File: src/rtl/elbeth_fetch_pkg.sv
// Shared types and constants for the ELBETH instruction fetch stage.
package elbeth_fetch_pkg;

    typedef enum logic [1:0] {
        FETCH_REQ  = 2'd0,
        FETCH_FULL = 2'd1,
        FETCH_KILL = 2'd2,
        FETCH_HALT = 2'd3
    } fetch_state_e;

    localparam logic [1:0] FETCH_EXC_NONE     = 2'd0;
    localparam logic [1:0] FETCH_EXC_MISALIGN = 2'd1;
    localparam logic [1:0] FETCH_EXC_BUSERR   = 2'd2;

    localparam logic [31:0] NOP_INSN_DEFAULT = 32'h0000_0013;

    function automatic logic [31:0] pc_plus4(input logic [31:0] pc);
        return pc + 32'd4;
    endfunction

endpackage

File: src/rtl/elbeth_if_id_reg.sv
// IF/ID pipeline register with a one-entry skid buffer.
// Priority for the ID slot: load, then skid pop, then flush/advance (bubble).
module elbeth_if_id_reg
    import elbeth_fetch_pkg::*;
#(
    parameter logic [31:0] NOP_INSN = NOP_INSN_DEFAULT
) (
    input  logic        clk,
    input  logic        rst_n,
    input  logic        load,
    input  logic        push,
    input  logic        pop,
    input  logic        flush,
    input  logic        advance,
    input  logic [31:0] in_pc,
    input  logic [31:0] in_insn,
    input  logic [1:0]  in_exc,
    output logic [31:0] id_pc,
    output logic [31:0] id_instruction,
    output logic        id_valid,
    output logic [1:0]  id_exc,
    output logic [1:0]  skid_exc
);

    logic [31:0] id_pc_q, id_pc_d;
    logic [31:0] id_insn_q, id_insn_d;
    logic        id_valid_q, id_valid_d;
    logic [1:0]  id_exc_q, id_exc_d;
    logic [31:0] skid_pc_q, skid_pc_d;
    logic [31:0] skid_insn_q, skid_insn_d;
    logic [1:0]  skid_exc_q, skid_exc_d;

    always_comb begin
        id_pc_d     = id_pc_q;
        id_insn_d   = id_insn_q;
        id_valid_d  = id_valid_q;
        id_exc_d    = id_exc_q;
        skid_pc_d   = skid_pc_q;
        skid_insn_d = skid_insn_q;
        skid_exc_d  = skid_exc_q;

        if (load) begin
            id_pc_d    = in_pc;
            id_insn_d  = in_insn;
            id_exc_d   = in_exc;
            id_valid_d = 1'b1;
        end else if (pop) begin
            id_pc_d    = skid_pc_q;
            id_insn_d  = skid_insn_q;
            id_exc_d   = skid_exc_q;
            id_valid_d = 1'b1;
        end else if (flush || advance) begin
            id_valid_d = 1'b0;
            id_exc_d   = FETCH_EXC_NONE;
        end

        // A flushed skid entry is dropped by clearing its exception tag;
        // occupancy itself is tracked by the fetch FSM.
        if (flush) begin
            skid_exc_d = FETCH_EXC_NONE;
        end else if (push) begin
            skid_pc_d   = in_pc;
            skid_insn_d = in_insn;
            skid_exc_d  = in_exc;
        end
    end

    always_ff @(posedge clk or negedge rst_n) begin
        if (!rst_n) begin
            id_pc_q     <= 32'd0;
            id_insn_q   <= NOP_INSN;
            id_valid_q  <= 1'b0;
            id_exc_q    <= FETCH_EXC_NONE;
            skid_pc_q   <= 32'd0;
            skid_insn_q <= NOP_INSN;
            skid_exc_q  <= FETCH_EXC_NONE;
        end else begin
            id_pc_q     <= id_pc_d;
            id_insn_q   <= id_insn_d;
            id_valid_q  <= id_valid_d;
            id_exc_q    <= id_exc_d;
            skid_pc_q   <= skid_pc_d;
            skid_insn_q <= skid_insn_d;
            skid_exc_q  <= skid_exc_d;
        end
    end

    assign id_pc          = id_pc_q;
    assign id_instruction = id_insn_q;
    assign id_valid       = id_valid_q;
    assign id_exc         = id_exc_q;
    assign skid_exc       = skid_exc_q;

endmodule

File: src/rtl/elbeth_fetch_unit.sv
// ELBETH IF stage: fetch PC, imem request/ack handshake, redirect/flush handling.
// Single outstanding request; wrong-path requests are drained in FETCH_KILL.
module elbeth_fetch_unit
    import elbeth_fetch_pkg::*;
#(
    parameter logic [31:0] RESET_PC = 32'h0000_0000,
    parameter logic [31:0] NOP_INSN = NOP_INSN_DEFAULT
) (
    input  logic        clk,
    input  logic        rst_n,
    output logic [31:0] imem_addr,
    output logic        imem_req,
    input  logic        imem_ack,
    input  logic [31:0] imem_rdata,
    input  logic        imem_err,
    input  logic [31:0] pc_branch,
    input  logic        branch_taken,
    input  logic        id_stall,
    input  logic        exc_valid,
    input  logic [31:0] exc_pc,
    output logic [31:0] id_pc,
    output logic [31:0] id_instruction,
    output logic        id_valid,
    output logic [1:0]  id_exc
);

    fetch_state_e state_q, state_d;
    logic [31:0]  fetch_pc_q, pc_d;
    logic         req_q;

    logic        load, push, pop, flush;
    logic [31:0] in_pc, in_insn;
    logic [1:0]  in_exc;
    logic [1:0]  skid_exc;

    logic        can_accept, redirect, misaligned, ack_req;
    logic [31:0] target;

    assign can_accept = ~id_valid | ~id_stall;
    assign redirect   = exc_valid | (branch_taken & id_valid & ~id_stall);
    assign target     = exc_valid ? exc_pc : pc_branch;
    assign misaligned = target[1:0] != 2'b00;
    // req_q is low in the first cycle after reset, so nothing is outstanding then.
    assign ack_req    = imem_ack & req_q;

    always_comb begin
        state_d = state_q;
        pc_d    = fetch_pc_q;
        load    = 1'b0;
        push    = 1'b0;
        pop     = 1'b0;
        flush   = 1'b0;
        in_pc   = fetch_pc_q;
        in_insn = imem_rdata;
        in_exc  = FETCH_EXC_NONE;
        if (imem_err) begin
            in_insn = NOP_INSN;
            in_exc  = FETCH_EXC_BUSERR;
        end

        if (redirect) begin
            flush = 1'b1;
            pc_d  = target;
            if (misaligned) begin
                load    = 1'b1;
                in_pc   = target;
                in_insn = NOP_INSN;
                in_exc  = FETCH_EXC_MISALIGN;
            end
            unique case (state_q)
                FETCH_REQ: begin
                    if (req_q && !imem_ack) begin
                        state_d = FETCH_KILL;
                    end else begin
                        state_d = misaligned ? FETCH_HALT : FETCH_REQ;
                    end
                end
                FETCH_FULL: state_d = misaligned ? FETCH_HALT : FETCH_REQ;
                FETCH_KILL: begin
                    if (imem_ack) begin
                        state_d = misaligned ? FETCH_HALT : FETCH_REQ;
                    end
                end
                FETCH_HALT: begin
                    if (exc_valid) begin
                        state_d = misaligned ? FETCH_HALT : FETCH_REQ;
                    end
                end
            endcase
        end else begin
            unique case (state_q)
                FETCH_REQ: begin
                    if (ack_req) begin
                        if (can_accept) begin
                            load = 1'b1;
                        end else begin
                            push    = 1'b1;
                            state_d = FETCH_FULL;
                        end
                        if (imem_err) begin
                            if (can_accept) begin
                                state_d = FETCH_HALT;
                            end
                        end else begin
                            pc_d = pc_plus4(fetch_pc_q);
                        end
                    end
                end
                FETCH_FULL: begin
                    if (!id_stall) begin
                        pop     = 1'b1;
                        state_d = (skid_exc == FETCH_EXC_BUSERR) ? FETCH_HALT : FETCH_REQ;
                    end
                end
                FETCH_KILL: begin
                    // A misaligned target taken while draining was already reported.
                    if (imem_ack) begin
                        state_d = (fetch_pc_q[1:0] != 2'b00) ? FETCH_HALT : FETCH_REQ;
                    end
                end
                FETCH_HALT: ;
            endcase
        end
    end

    always_ff @(posedge clk or negedge rst_n) begin
        if (!rst_n) begin
            state_q    <= FETCH_REQ;
            fetch_pc_q <= RESET_PC;
            req_q      <= 1'b0;
        end else begin
            state_q    <= state_d;
            fetch_pc_q <= pc_d;
            req_q      <= (state_d == FETCH_REQ);
        end
    end

    assign imem_req  = req_q;
    assign imem_addr = fetch_pc_q;

    elbeth_if_id_reg #(
        .NOP_INSN (NOP_INSN)
    ) u_if_id_reg (
        .clk            (clk),
        .rst_n          (rst_n),
        .load           (load),
        .push           (push),
        .pop            (pop),
        .flush          (flush),
        .advance        (~id_stall),
        .in_pc          (in_pc),
        .in_insn        (in_insn),
        .in_exc         (in_exc),
        .id_pc          (id_pc),
        .id_instruction (id_instruction),
        .id_valid       (id_valid),
        .id_exc         (id_exc),
        .skid_exc       (skid_exc)
    );

endmodule

File: config.mk
export PLATFORM = sky130hd
export DESIGN_NAME = elbeth_fetch_unit
export DESIGN_NICKNAME = d
export VERILOG_FILES = /design/src/rtl/elbeth_fetch_pkg.sv /design/src/rtl/elbeth_if_id_reg.sv /design/src/rtl/elbeth_fetch_unit.sv
export SDC_FILE = /design/constraint.sdc
export NUM_CORES = 1
export LEC_CHECK = 0
export CELL_PAD_IN_SITES_DETAIL_PLACEMENT = 1
export CELL_PAD_IN_SITES_GLOBAL_PLACEMENT = 1
export CORE_MARGIN = 3
export CORE_UTILIZATION = 38
export CTS_CLUSTER_SIZE = 12
export DETAILED_ROUTE_END_ITERATION = 10
export PLACE_DENSITY = 0.77
export SLEW_MARGIN = 40
export SYNTH_ARGS = -nofsm -noshare
export SYNTH_HDL_FRONTEND = slang
export SYNTH_SLANG_ARGS = --single-unit
File: constraint.sdc
create_clock -name clk -period 2.3 [get_ports clk]
set_input_delay 0.46 -clock clk [delete_from_list [all_inputs] [get_ports clk]]
set_output_delay 0.46 -clock clk [all_outputs]
set_load 0.02 [all_outputs]
* Yosys cells after proc, flatten, opt, wreduce, memory -nomap -nowiden
Cells that the tools add are included.
** Cells by class
- Add/sub/neg operators :: 1
- Equal/unequal tests :: 5
- Multiplexer cells :: 53
- Bitwise gates (word level) :: 8
- Reduce and logical (&&, ||, !) cells :: 14
** Operator list (number)
- 32-bit 2-to-1 mux :: 14
- 2-bit 2-to-1 mux :: 21
- 32-bit by 3-bit adder with 32-bit output (second input constant) :: 1
- 1-bit 2-to-1 mux :: 16
- 2-bit nonzero test :: 6
- 2-bit case mux with 4 select lines :: 1
- 2-bit == test (second input constant) :: 3
- 2-bit case mux with 3 select lines :: 1
- 2-bit zero test :: 2
- 1-bit AND :: 3
- 1-bit inverter :: 3
- 3-bit AND reduction :: 1
- 3-bit nonzero test :: 1
- 2-bit by 1-bit == test with 1-bit output (second input constant) :: 1
- 2-bit by 1-bit inequality test with 1-bit output (second input constant) :: 1
- 1-bit bitwise OR :: 2
- 2-bit AND reduction :: 1
- 1-bit logical AND :: 1
- 1-bit zero test :: 1
- 1-bit logical OR :: 1
** Storage, ports and cells
- Flip-flop bits (word level) :: 168
- Output and inout port bits :: 100

* Logic depth before layout (Yosys ltp)
Gate-level depths: netlist of the first run.
- Depth after elaboration :: 9
- Mapped depth :: 7
- Depth with buffers taken out :: 5

* Modules after synthesis
A second synthesis of the first run with hierarchy kept.
** Second synthesis, totals
- Cells, all modules :: 802
- Area, all modules :: 8939.8 sq um
** By module, submodules not included
- elbeth_if_id_reg :: instances 1, cells each 433, area each 5855.6 sq um, seq. area each 3335.7 sq um
- elbeth_fetch_unit :: instances 1, cells each 369, area each 3084.2 sq um, seq. area each 875.8 sq um

* Least setup slack after synthesis of the first run
OpenSTA, ideal clock, no wires.
- Kind :: input-to-reg
- From :: input exc_valid
- To :: register u_if_id_reg.id_pc_q[12] (netlist: u_if_id_reg.id_pc[12])
- Setup time :: 0.138 ns
- Arrival time :: 1.925 ns
- Required time :: 2.162 ns
- Path slack :: 0.237 ns
- Stages on the path :: 6
- Path buffers :: 3
- Cells stage by stage :: clkbuf_1 > clkbuf_1 > buf_2 > mux2_2 > a222oi_1 > o21ai_0
** On the way
- Word-level cells in the longest chain between the ends :: 5
- Elaborated cells on any way between the ends :: 10
- Those cells by class :: mux: 7; bitwise: 1; reduce/logical: 2
** Ends and longest elaborated chain
- start: declaration :: line elbeth_fetch_unit.sv:19 : input logic exc_valid,
- 32-bit 2-to-1 mux :: line elbeth_fetch_unit.sv:41 : assign target = exc_valid ? exc_pc : pc_branch;
- 2-bit nonzero test :: line elbeth_fetch_unit.sv:42 : assign misaligned = target[1:0] != 2'b00;
- 32-bit 2-to-1 mux / 1-bit 2-to-1 mux (equally long branches) :: line elbeth_fetch_unit.sv:64 : if (misaligned) begin
- 32-bit 2-to-1 mux / 1-bit 2-to-1 mux (equally long branches) :: line elbeth_fetch_unit.sv:61 : if (redirect) begin
- 32-bit 2-to-1 mux / 2-bit nonzero test (equally long branches)
- end signal: assignment :: line elbeth_if_id_reg.sv:78 : id_pc_q <= id_pc_d;
- end: declaration :: line elbeth_if_id_reg.sv:25 : logic [31:0] id_pc_q, id_pc_d;
Parallel ways exist; a longest one is shown, timed or not.
A chain may end at the register's enable or synchronous reset.

* Final worst setup path of the first run
- From :: input imem_ack
- To :: register fetch_pc_q[18] (netlist: imem_addr[18])
** On the way
- Word-level cells in the longest chain between the ends :: 3
** Ends and longest elaborated chain
- start: declaration :: line elbeth_fetch_unit.sv:13 : input logic imem_ack,
- 1-bit AND :: line elbeth_fetch_unit.sv:44 : assign ack_req = imem_ack & req_q;
- 2-bit nonzero test (no source line)
- 3-bit AND reduction (no source line)
- end signal: assignment :: line elbeth_fetch_unit.sv:133 : fetch_pc_q <= pc_d;
- end: declaration :: line elbeth_fetch_unit.sv:28 : logic [31:0] fetch_pc_q, pc_d;
No other way between the ends.

==> out/qor.yml, run 1 <==
global_route:
  first_global_vias: 8304
  grtUsageTotal_pct: 24.6
  grt_antenna_before_repair: 5
  grt_overflow_total: 0
  grt_start_max_net_pins: 60
  grt_pass1_wl_um: 46800
power:
  p_int_mw: 6.24
  ir_worst_vdd_mv: 0.503
  swShare_pct: 29.9
  combPwrFrac_pct: 24.2
  power.leakage_nw: 4.97
  power_density_nw_per_um2: 754
  pwr-share-clk_pct: 35.4
  switchingPower_mw: 2.66
  p_seq_share_pct: 40.4
critical_path:
  r2r-start: "imem_addr[5]$_DFFE_PN0P_"
  critPathRequiredTime_ns: 2.64
  worstPathArrival_ns: 2.53
  reg2reg_to: "imem_addr[18]$_DFFE_PN0P_"
  critPathSlowestCell: "clkdlybuf4s50_1"
  worstSetupPathType: "in -> reg"
  crit_buf_inv: 2
  rrSetupSlack_ns: 0.25
  crit_family: "simple AND/OR/NAND/NOR gates"
  critPathLaunchType: "input pin"
  cp-end-kind: "flip-flop"
  crit_path_max_incr_delay_ns: 0.63
  crit_path_max_fanout: 9
  ff2ff_path_depth: 5
  crit_end: "imem_addr[18]$_DFFE_PN0P_"
  startpoint: "imem_ack"
  path_cells: "clkdlybuf4s50_1, nor4bb_2, buf_4, nand2_1, or4_1, a31oi_1"
  cp.depth: 6
floorplanning:
  die_area_sq_um: 23500
  initial_core_util_pct: 39.0
  core-area_sq_um: 21200
  die_h_um: 153
  std_cell_rows: 53
  io_pins: 203
  die_w_um: 153
cts:
  cts_tree: "built"
  clkTransAtPathRegs_ns: 0.07
  clk_latency_ns: 0.43
  post-cts-setup-buffers: 0
  cts-buffers-inserted: 17
  clk_path_buf_depth: 2
  htreeDepth: 4
  cts_sinks: 168
  cts_root_buf: "clkbuf_16"
sta:
  post-route-period-util_pct: 95.3
  slew_headroom_pct: 68.4
  slew_violations: 0
  finalCriticalPeriod_ns: 2.19
  worst_pin_slew_ns: 0.461
  fmax_ghz: 0.456
  finalSetupViolations: 0
  grt_setup_unrepaired: "no"
  whs_ns: 0.481
  finalHoldViolCount: 0
  skew_ns: 0.0114
synthesis:
  yosysTopAreaCellShare_pct: 49.1
  yosysWarnings: 0
  yosys.area.top_type: "dfrtp_1"
  postSynthAreaPerCell_sq_um: 10.3
  ys_top_cells_by_area: "dfrtp_1 49%, mux2_2 5.3%, nand2_1 5.2%"
  syn_area_sq_um: 8260
  yosysMostFrequentCell: "dfrtp_1"
  synthCells: 800
  synth_seq_area_share_pct: 51.0
  synth_edf_count: 0
  synth_fp_nets: 904
  ys_types: 59
  yosys_register_bits: 168
  synth_common_cells: "162 x dfrtp_1, 114 x nand2_1, 63 x o21ai_0, 43 x clkbuf_1, 39 x mux2_2"
  synth_ff_type: "dfrtp_1"
  synth-async-reset-ratio_pct: 100
final_layout:
  design_area_sq_um: 11800
  synthToLayoutAreaGrowth_pct: 43.0
  instances_no_fill: 1321
  postLayoutCoreUtil_pct: 55.8
  nNetsFinal: 1136
  drive_gt1_share_pct: 16.1
job:
  cap_violations: 0
placed_design:
  place.gp.congestion: 0.864
  dpl_cell_area_sq_um: 11100
  port_buffers: 202
  placed_cells: 1287
  dp_hpwl_um: 20300
outcome:
  outcome: "complete, no violations"
drt:
  drtIter0Drc: 519
  ant_nets: 0
  post_drt_wl_per_cell_um: 21.9
  vias: 7671
  wl_um: 29000
  firstDrtPassIters: 4
  vias_per_cell: 5.81
  drc: 0
hold_path:
  hold_path_class: "reg -> reg"
  hold_path_depth: 2
-- power by group through the flow --
stage	Sequential, mW	Combinational (mW)	Clock (mW)
2_1_floorplan	3.87	0.687	0
6_report	3.60	2.16	3.15
3_3_place_gp	3.63	2.11	0
4_1_cts	3.59	2.17	3.19
3_5_place_dp	3.63	2.15	0
5_1_grt	3.64	2.31	3.33
-- tightest hold or removal path, cell delays in order (launching register included) --
cell	delay [ns]
dfrtp_1	0.34
nand2_1	0.05
o21ai_0	0.06
-- timing repair --
action	CTS	global route
hold buffers	1	0
setup endpoints to repair	0	1
gates resized for setup	0	1
hold endpoints to repair	27	0
-- worst min-delay path by stage --
stage | start | to | slack (ns)
global placement | rst_n | u_if_id_reg.id_instruction[22]$_DFFE_PN0P_ | 0.37
global route | u_if_id_reg.id_instruction[1]$_DFFE_PN1P_ | u_if_id_reg.id_instruction[1]$_DFFE_PN1P_ | 0.49
finish | u_if_id_reg.skid_insn_q[7]$_DFFE_PN0P_ | u_if_id_reg.skid_insn_q[7]$_DFFE_PN0P_ | 0.48
floorplan | rst_n | imem_addr[0]$_DFFE_PN0P_ | 0.16
detailed placement | rst_n | u_if_id_reg.id_instruction[22]$_DFFE_PN0P_ | 0.37
CTS | rst_n | u_if_id_reg.id_instruction[22]$_DFFE_PN0P_ | 0.48
-- flip-flops by register name, summed over array words and instances, names as in the netlist --
name and cells:
u_if_id_reg.skid_pc_q 32, u_if_id_reg.skid_insn_q 32, imem_addr 32, u_if_id_reg.id_valid 1, u_if_id_reg.id_instruction 32, u_if_id_reg.skid_exc 2, u_if_id_reg.id_pc 32, imem_req 1
state_q 2, u_if_id_reg.id_exc 2
-- cells in the final DEF (no fill, tap or decap), types with 19 or more instances in the layout --
cell type        count
a221o_1             19
a2bb2oi_1           31
buf_4               62
clkdlybuf4s50_1    200
dfrtp_1            162
inv_1               20
mux2_2              39
mux2i_1             26
nand2_1            114
nor2_1              26
o211ai_1            30
o21ai_0             63
-- cell families after synthesis --
family | synth area share [%]
AO/OA/AOI/OAI | 21.5
XOR/XNOR | 0.637
flip-flops | 51.0
multiplexers | 8.47
buffers and inverters | 4.30
adder cells (fa/ha/maj) | 0.152
AND/OR/NAND/NOR | 13.9
-- per-stage QoR --
stage          power (mW)  setup WS, ns  TNS, ns
3_5_place_dp         5.78        -0.304   -19.13
5_1_grt              9.28        0.0325        0
6_report             8.90         0.109        0
4_1_cts              8.96         0.118        0
3_3_place_gp         5.74        -0.222   -10.52
2_1_floorplan        4.56         0.237        0
-- per-layer routing --
layer / share of wire, % / global-route usage, %
met5: 0.16 / 0
met2: 49 / 41.3
met3: 6.0 / 5.97
met4: 2.3 / 7.53
met1: 42 / 31.7
-- final cells by class --
cell class / count / area (sq um)
fillers: 2289 / 9350
diodes: 1 / 2.50
repair buffers: 280 / 2790
inverters: 21 / 78.8
clock buffers: 22 / 464
multi-input cells: 544 / 3750
flip-flops and latches: 168 / 4210
clock inverters: 10 / 168
well taps: 275 / 344
(Power assumes the default switching activity.)
==> run 2: changes to the inputs <==
- CORE_UTILIZATION: 38 -> 34
- PLACE_DENSITY: 0.77 -> 0.73
- clock period: 2.3 -> 2 ns (I/O delays scaled with it)
==> out/qor.yml, run 2 (synthesis results as in run 1) <==
outcome:
  outcome: "complete, no violations"
cts:
  cts-buffers-inserted: 17  # unchanged
  cts_root_buf: "clkbuf_16"
  cts_sinks: 168  # unchanged
  cts_tree: "built"
  clk_latency_ns: 0.43  # about the same
  htreeDepth: 4  # unchanged
  clkTransAtPathRegs_ns: 0.07  # about the same
  clk_path_buf_depth: 2  # unchanged
final_layout:
  fill_cells: 2600  # +14%
  diodes: 0  # -1
  multi_input_area_sq_um: 3830  # +2.1%
  regArea_sq_um: 4220  # +0.12%
  synthToLayoutAreaGrowth_pct: 49.5
  layout_common_cells: "175 x clkdlybuf4s50_1, 158 x dfrtp_1, 114 x nand2_1"
  drive_gt1_share_pct: 20.4  # +4.3 points
  nNetsFinal: 1174  # +3.3%
  mostFrequentLayoutCell: "clkdlybuf4s50_1"
critical_path:
  rrSetupSlack_ns: 0.03  # -0.22 ns
  cp_common_cell: "or4_4"
  crit_path_max_incr_delay_ns: 0.56  # -0.07 ns
  critPathSlowestCell: "or4_4"
  worstPathArrival_ns: 2.31  # -0.22 ns
  critPathRequiredTime_ns: 2.34  # -0.30 ns
  crit_path_max_fanout: 5  # -4
  critPathLaunchType: "flip-flop"
  ff2ff_path_depth: 4  # -1
  worstSetupPathType: "reg -> reg"
  reg2reg_to: "imem_addr[11]$_DFFE_PN0P_"
  r2r-start: "state_q[1]$_DFF_PN0_"
  cp-end-kind: "flip-flop"
  path_cells: "nand4bb_4, or4_4, or4_4, a31oi_4"
power:
  power.leakage_nw: 5.34  # +7.6%
  finalPower_mw: 10.4  # +17%
  pwr-share-clk_pct: 34.8  # -0.6 points
  p_seq_share_pct: 39.4  # -1.0 points
  p_int_mw: 7.23  # +16%
  power_density_nw_per_um2: 840  # +11%
  switchingPower_mw: 3.14  # +18%
  ir_worst_vdd_mv: 0.463  # -8.0%
  swShare_pct: 30.3  # +0.33 points
  combPwrFrac_pct: 25.8  # +1.6 points
drt:
  drtIter0Drc: 463  # -11%
  post_drt_wl_per_cell_um: 21.3  # -2.8%
  wl_um: 29900  # +3.2%
  drc: 0  # unchanged
  vias_per_cell: 5.58  # -3.9%
  ant_nets: 0  # unchanged
  vias: 7820  # +1.9%
  firstDrtPassIters: 7  # +3
sta:
  finalHoldViolCount: 0  # unchanged
  grt_setup_unrepaired: "yes"
  setup_tns_ns: 0  # unchanged
  slew_headroom_pct: 65.1  # -3.3 points
  slew_violations: 0  # unchanged
  post-route-period-util_pct: 98.4
  finalCriticalPeriod_ns: 1.97
  fmax_ghz: 0.508
  finalSetupViolations: 0  # unchanged
  skew_ns: 0.0113  # -0.0000979 ns
  worst_pin_slew_ns: 0.524  # +0.0624 ns
placed_design:
  port_buffers: 202  # unchanged
  place.gp.congestion: 0.888  # +2.8%
  dp_hpwl_um: 21600  # +6.5%
floorplanning:
  die_area_sq_um: 26200  # +11%
  std_cell_rows: 56  # +5.7%
  die_w_um: 162  # +5.5%
  io_pins: 203  # unchanged
  die_h_um: 162  # +5.5%
  core-area_sq_um: 23700  # +12%
  initial_core_util_pct: 34.9  # -4.2 points
global_route:
  grt_pass1_wl_um: 46800  # about the same
  grt_overflow_total: 0  # unchanged
  grt_antenna_before_repair: 1  # -4
  grt_start_max_net_pins: 62  # +3.3%
  first_global_vias: 8292  # -0.14%
  grtUsageTotal_pct: 22.4  # -2.2 points
hold_path:
  hold_path_class: "in -> async"
job:
  cap_violations: 0  # unchanged
## run 2: repair_timing
| action | 4_1_cts | 5_1_grt |
|---|---|---|
| setup buffers | 1 | 1 |
| hold buffers | 1 | 0 |
| gates resized for setup | 15 | 30 |
| hold endpoints to repair | 38 | 0 |
| pin swaps | 3 | 6 |
| endpoints found under the setup margin | 60 | 84 |
## run 2: cell type report
class / count / share of cell area, %
clock buffers: 19 / 3.59
clock inverters: 13 / 1.57
inverters: 21 / 0.639
multi-input cells: 544 / 31.0
flip-flops and latches: 168 / 34.2
well taps: 319 / 3.23
repair buffers: 318 / 25.8
## run 2: worst max-delay path by stage
| stage | depth (start not counted) | slack (ns) | to | startpoint |
|---|---|---|---|---|
| 6_report | 4 | 0.03 | imem_addr[11]$_DFFE_PN0P_ | state_q[1]$_DFF_PN0_ |
| 5_1_grt | 2 | -0.009 | imem_addr[11] | imem_addr[11]$_DFFE_PN0P_ |
| 4_1_cts | 6 | -0.002 | imem_addr[19]$_DFFE_PN0P_ | imem_ack |
| 3_5_place_dp | 5 | -0.47 | imem_addr[11]$_DFFE_PN0P_ | imem_ack |
| 3_3_place_gp | 6 | -0.41 | imem_addr[29]$_DFFE_PN0P_ | imem_ack |
| 2_1_floorplan | 6 | 0.03 | u_if_id_reg.skid_pc_q[11]$_DFFE_PN0P_ | exc_valid |
## run 2: critical path, delay by kind of cell, from the launching register on
kind / cells / cell delay (ns)
compound gates: 1 / 0.16
simple gates: 3 / 1.27
flops: 1 / 0.46
## run 2: power groups by stage
stage / clock [mW] / combinational (mW) / sequential [mW]
floorplan: 0 / 0.791 / 4.45
global placement: 0 / 2.62 / 4.12
detailed placement: 0 / 2.68 / 4.13
CTS: 3.68 / 2.67 / 4.08
global route: 3.83 / 2.87 / 4.14
finish: 3.61 / 2.68 / 4.09
## run 2: per-stage QoR
step	instances	hold slack [ns]	cell area, sq um	utilization [%]	worst slack (ns)
finish	1402	0.476	12300	52.1	0.0315
global route	1402	0.510	12300	52.1	-0.00902
CTS	1401	0.484	12200	51.6	-0.00203
detailed placement	1367	0.366	11600	48.8	-0.469
global placement	1367	0.370	11600	48.8	-0.409
floorplan	800	0.104	8260	-	0.0308
## run 2: metal layers
metal	vias up	routed length, um	GRT usage [%]	part of all wire, %
met2	282	14500	37.1	48
met4	2	552	6.63	1.8
met3	35	1950	5.23	6.5
li1	3577	-	-	-
met5	-	16	0	0.053
met1	3924	12900	29.5	43
